### config.mk
export PLATFORM = sky130hd
export DESIGN_NAME = barrel_shift_16bit_left_pipe_flat
export DESIGN_NICKNAME = d
export VERILOG_FILES = /design/src/rtl/barrel_shift_16bit_left_pipe_if.sv /design/src/rtl/barrel_shift_16bit_left_pipe.sv /design/src/flat_wrapper.sv
export SDC_FILE = /design/constraint.sdc
export NUM_CORES = 1
export LEC_CHECK = 0
export ABC_AREA = 1
export BUFFER_PORTS_ARGS = -buffer_cell sky130_fd_sc_hd__buf_2
export CAP_MARGIN = 10
export CORE_UTILIZATION = 55
export DETAILED_ROUTE_END_ITERATION = 7
export GPL_TIMING_DRIVEN = 0
export HOLD_SLACK_MARGIN = 0.12
export PLACE_DENSITY = 0.76
export SLEW_MARGIN = 40
export SYNTH_ARGS = -nofsm -noshare
export SYNTH_HDL_FRONTEND = slang
export SYNTH_SLANG_ARGS = --single-unit
### constraint.sdc
create_clock -name clk -period 2.7 [get_ports clk]
set_input_delay 0.405 -clock clk [delete_from_list [all_inputs] [get_ports clk]]
set_output_delay 0.405 -clock clk [all_outputs]
set_load 0.01 [all_outputs]
### src/rtl/barrel_shift_16bit_left_pipe_if.sv
// barrel_shift_16bit_left_pipe_if: valid/ready bus for the pipelined 16-bit left barrel shifter
// in_valid/in_ready/in_data/in_ctrl/in_rot : upstream offer (operand, shift amount, rotate select)
// out_valid/out_ready/out_data             : downstream result
// master drives the offer and consumes results; slave is the shifter
interface barrel_shift_16bit_left_pipe_if;
  logic        in_valid;
  logic        in_ready;
  logic [15:0] in_data;
  logic [3:0]  in_ctrl;
  logic        in_rot;
  logic        out_valid;
  logic        out_ready;
  logic [15:0] out_data;
  modport master (output in_valid, in_data, in_ctrl, in_rot, out_ready, input in_ready, out_valid, out_data);
  modport slave (input in_valid, in_data, in_ctrl, in_rot, out_ready, output in_ready, out_valid, out_data);
endinterface

### src/rtl/barrel_shift_16bit_left_pipe.sv
// barrel_shift_16bit_left_pipe: 4-stage pipelined 16-bit left shifter (8/4/2/1 per stage) with valid/ready flow control
// clk   : rising-edge clock
// rst_n : asynchronous active-low reset, empties the pipeline
// bus   : slave side of barrel_shift_16bit_left_pipe_if (input offer, output result)
// BARREL_SHIFT_ROTATE_EN : when defined, in_rot=1 selects rotate-left; otherwise in_rot is ignored
module barrel_shift_16bit_left_pipe (
  input logic clk,
  input logic rst_n,
  barrel_shift_16bit_left_pipe_if.slave bus
);
  logic        v1, v2, v3, v4;
  logic [15:0] d1, d2, d3, d4;
  logic [2:0]  c1;
  logic [1:0]  c2;
  logic        c3;
  logic        rot0, rot1, rot2, rot3;
  logic        en1, en2, en3, en4;
  function automatic logic [15:0] shl(input logic [15:0] x, input logic [3:0] n, input logic r);
    logic [31:0] t;
    t = {x, x} << n;
    return r ? t[31:16] : x << n;
  endfunction
  // a stage loads when empty or when its occupant moves on this cycle
  assign en4 = !v4 || bus.out_ready;
  assign en3 = !v3 || en4;
  assign en2 = !v2 || en3;
  assign en1 = !v1 || en2;
  assign bus.in_ready  = en1;
  assign bus.out_valid = v4;
  assign bus.out_data  = d4;
  always_ff @(posedge clk or negedge rst_n) begin
    if (!rst_n) begin
      {v1, v2, v3, v4} <= '0;
      {d1, d2, d3, d4} <= '0;
      {c1, c2, c3}     <= '0;
    end else begin
      if (en1) begin
        v1 <= bus.in_valid;
        d1 <= shl(bus.in_data, {bus.in_ctrl[3], 3'b000}, rot0);
        c1 <= bus.in_ctrl[2:0];
      end
      if (en2) begin
        v2 <= v1;
        d2 <= shl(d1, {1'b0, c1[2], 2'b00}, rot1);
        c2 <= c1[1:0];
      end
      if (en3) begin
        v3 <= v2;
        d3 <= shl(d2, {2'b00, c2[1], 1'b0}, rot2);
        c3 <= c2[0];
      end
      if (en4) begin
        v4 <= v3;
        d4 <= shl(d3, {3'b000, c3}, rot3);
      end
    end
  end
`ifdef BARREL_SHIFT_ROTATE_EN
  logic r1, r2, r3;
  always_ff @(posedge clk or negedge rst_n) begin
    if (!rst_n) begin
      {r1, r2, r3} <= '0;
    end else begin
      if (en1) r1 <= bus.in_rot;
      if (en2) r2 <= r1;
      if (en3) r3 <= r2;
    end
  end
  assign rot0 = bus.in_rot;
  assign rot1 = r1;
  assign rot2 = r2;
  assign rot3 = r3;
`else
  logic unused_rot;
  assign unused_rot = bus.in_rot;
  assign rot0 = 1'b0;
  assign rot1 = 1'b0;
  assign rot2 = 1'b0;
  assign rot3 = 1'b0;
`endif
endmodule
### src/flat_wrapper.sv
// flat-port wrapper written by rule: the top's interface ports become plain ports
module barrel_shift_16bit_left_pipe_flat 
  (clk, rst_n, bus_in_valid, bus_in_data, bus_in_ctrl, bus_in_rot, bus_out_ready, bus_in_ready, bus_out_valid, bus_out_data);
  barrel_shift_16bit_left_pipe_if bus_i ();
  input logic clk;
  input logic rst_n;
  input wire logic [$bits(bus_i.in_valid)-1:0] bus_in_valid;
  input wire logic [$bits(bus_i.in_data)-1:0] bus_in_data;
  input wire logic [$bits(bus_i.in_ctrl)-1:0] bus_in_ctrl;
  input wire logic [$bits(bus_i.in_rot)-1:0] bus_in_rot;
  input wire logic [$bits(bus_i.out_ready)-1:0] bus_out_ready;
  output wire logic [$bits(bus_i.in_ready)-1:0] bus_in_ready;
  output wire logic [$bits(bus_i.out_valid)-1:0] bus_out_valid;
  output wire logic [$bits(bus_i.out_data)-1:0] bus_out_data;
  assign bus_i.in_valid = bus_in_valid;
  assign bus_i.in_data = bus_in_data;
  assign bus_i.in_ctrl = bus_in_ctrl;
  assign bus_i.in_rot = bus_in_rot;
  assign bus_i.out_ready = bus_out_ready;
  assign bus_in_ready = bus_i.in_ready;
  assign bus_out_valid = bus_i.out_valid;
  assign bus_out_data = bus_i.out_data;
  barrel_shift_16bit_left_pipe u_core (.clk(clk), .rst_n(rst_n), .bus(bus_i));
endmodule
==> metrics.txt <==
run status finished, final reports clean; post-detailed-route DRC marker count 0; floorplan die height 80.69 um; Final ANT Viol Nets 0; Tightest Pin Transition 0.4230 ns; overall routed net length 6619 um; period utilization 73.80%; DRT Pass-1 Iters 4; Hold/Removal Path Class input port to register; Required @ worst endpoint 2.30 ns; FILL cells about 520; Clk pin slew, worst setup/hold paths about 0.070 ns; portion of the post-synthesis area used by sequential elements 54.37%; Post-Synthesis Net Count roughly 440; Fin Setup TNS 0 ns; H-tree depth 3; number of cells traversed by the worst register-to-register path 6; area of the core region around 6000 um^2; post-layout total power 2.919 mW; Setup crit start kind register; register bit count reported by yosys 74; placed insts 535; Iter 0 DRT Violations 89; Final Hold Vio Count 0; wire per inst approximately 12 um; root buffer cell clkbuf_8; average cell area after synthesis about 8.1 um^2; hold buffers post-CTS 1; Most common cell on crit path buf_2; endpoint type of the worst setup path primary output; Antenna diodes 0; number of I/O port buffers 41; worst IR drop on VDD 0.4178 mV; Chip Width 80.69 um; delay of the slowest cell on the worst path 0.43 ns; family with the most delay on the worst path flip-flops; half-perimeter wire length after detailed placement 5017 um; wire length of the first global-routing pass roughly 12,000 um; R2R Path Start u_core.bus.out_valid; dpl cell area 3739 um^2; final critical delay including setup and external delays 1.993 ns; area delta synth->final 14.55%; core utilization of the finished layout between 60 and 70%; endpoint of the worst register-to-register path u_core.d1[6]; via count 2,779; worst hold path stage count 3; cells resized by post-CTS repair 0; boundary pin count 43; Remaining Overflow, GRT 0; starting density of the core 57.18%; worst setup path category register to primary output; Pwr Density around 750 nW/um^2; share of cells above drive strength 1 18.11%; Layout Skew 0.007654 ns; total count of max-transition violations in the final report 0; sink count of the clock tree 74; number of instances in the synthesized netlist 418; number of max-cap violations 0; summed area of non-filler cells in the final layout approximately 3900 um^2; pin count of the biggest net entering global routing between 50 and 60; number of distinct standard cells referenced by the synthesized netlist 21; TritonCTS buffer count 9; FP Rows 28; RSZ-0062 raised after global routing no; setup repair bufs after CTS 0; cell area after technology mapping between 3000 and 4000 um^2; worst-path fanout max 10; maximum achievable frequency 501.9 MHz; vias in the first global route 2,681; max-slew headroom at the worst pin a little under three quarters; worst path buffer plus inverter count 3; final net count around 500; endpoint with the worst hold slack u_core.v1; R2R Setup Slk 1.36 ns; source-to-sink clock delay at the later pin of the worst-skew pair 0.34 ns; via-per-instance ratio between 5 and 6; antenna violations before repair 0; slowest cell on the critical path dfrtp_1; number of setup violations in the final report 0; GRT Overall Usage between 20% and 30%; clk buf depth 2; non-filler cells in the finished layout 550; count of warnings emitted by yosys 0; area of the die 6511 um^2; Worst EP arrival ~1.6 ns; total leakage power 2.005 nW; chain of cells forming the critical path inv_2, nor2_1, nand4_1, buf_2, buf_2; CTS tree yes; startpoint of the tightest hold check path bus_in_valid; Routability Congestion ~0.86
==> final cells by class <==
type                            instances  area [um^2]  area share (%)
Buffer                                 24        142.6           3.656
Inverter                               28        105.1           2.694
Timing Repair Buffer                   43        249.0           6.382
Tap cell                               75        93.84           2.405
Sequential cell                        74         1852           47.47
Clock buffer                           14        152.6           3.913
Multi-Input combinational cell        292         1306           33.48
==> worst max-delay path by stage <==
stage	start	endpoint	slack (ns)	depth (start not counted)
6_report	u_core.bus.out_valid	bus_in_ready	0.71	5
5_1_grt	u_core.bus.out_valid	bus_in_ready	0.60	5
4_1_cts	u_core.bus.out_valid	bus_in_ready	0.70	5
3_5_place_dp	bus_out_ready	bus_in_ready	1.01	5
3_3_place_gp	rst_n	u_core.d1[2]	0.86	1
2_1_floorplan	u_core.bus.out_valid	bus_in_ready	1.37	4
==> state kept, by name, indices dropped and copies added (netlist names), 2 cells and up <==
| name | flops |
|---|---|
| u_core.bus.out_data | 16 |
| u_core.c1 | 3 |
| u_core.c2 | 2 |
| u_core.d1 | 16 |
| u_core.d2 | 16 |
| u_core.d3 | 16 |
==> routing by layer <==
| layer | up-vias | routed length (um) | global-route usage, % |
|---|---|---|---|
| met5 | - | 0 | 0 |
| met4 | 0 | 131 | 13.21 |
| met3 | 14 | 217 | 3.750 |
| met2 | 67 | 3445 | 43.22 |
| met1 | 1259 | 2823 | 28.06 |
| li1 | 1439 | - | - |
==> report_power, final <==
| part | total [mW] | internal [mW] | switching (mW) | leakage [nW] |
|---|---|---|---|---|
| logic | 0.708 | 0.290 | 0.419 | 1.03 |
| registers | 1.50 | 1.34 | 0.156 | 0.894 |
| clock network | 0.710 | 0.350 | 0.359 | 0.0766 |
| total | 2.92 | 1.98 | 0.935 | 2.01 |
==> logic make-up after synthesis <==
| logic type | Yosys count | share of synthesized area (%) |
|---|---|---|
| AOI/OAI and AO/OA | 59 | 9.589 |
| buffers and inverters | 52 | 7.274 |
| DFF | 74 | 54.37 |
| and+or+nand+nor | 233 | 28.77 |
==> per-stage QoR <==
stage          worst slack [ns]  hold slack (ns)
2_1_floorplan             1.373           0.1094
3_3_place_gp             0.8551           0.4604
3_5_place_dp              1.014           0.2575
4_1_cts                  0.6982           0.2341
5_1_grt                  0.5958           0.2629
6_report                 0.7074           0.2488
==> worst min-delay path, cell delays in order <==
cell	delay (ns)
buf_2	0.07
inv_1	0.03
nand2_1	0.05
==> cell usage after synthesis <==
master	count	area share, %
nand2_1	154	17
dfrtp_1	74	54
nor2_1	32	3.5
nand3_1	30	4.4
o21ai_0	29	4.3
inv_1	25	2.8
a31oi_1	15	2.8
or2_2	14	2.6
buf_2	9	1.3
a21oi_1	8	1.2
clkbuf_1	8	0.88
buf_6	4	1.3
o211ai_1	4	0.88
buf_4	3	0.66
inv_2	2	0.22
o21ai_1	2	0.29
clkinv_1	1	0.11
nand3_4	1	0.51
nand4_1	1	0.18
nor2_8	1	0.59
o21a_1	1	0.22
==> cells in the final DEF, fill, tap and decap left out <==
cell             n
nand4_1          1
nor2_1          32
a31oi_1         15
o21a_1           1
clkbuf_1        12
dlygate4sd3_1    1
nand3_1         30
a21oi_1          8
dfrtp_1         74
clkbuf_8        10
o211ai_1         4
buf_4            3
clkinv_1         1
inv_2            2
nor2_8           1
buf_6            5
buf_2           49
nand3_4          1
nand2_1        154
o21ai_1          2
or2_2           14
buf_16           1
o21ai_0         29
inv_1           25
Note: power is estimated with default switching activity, not from simulation.
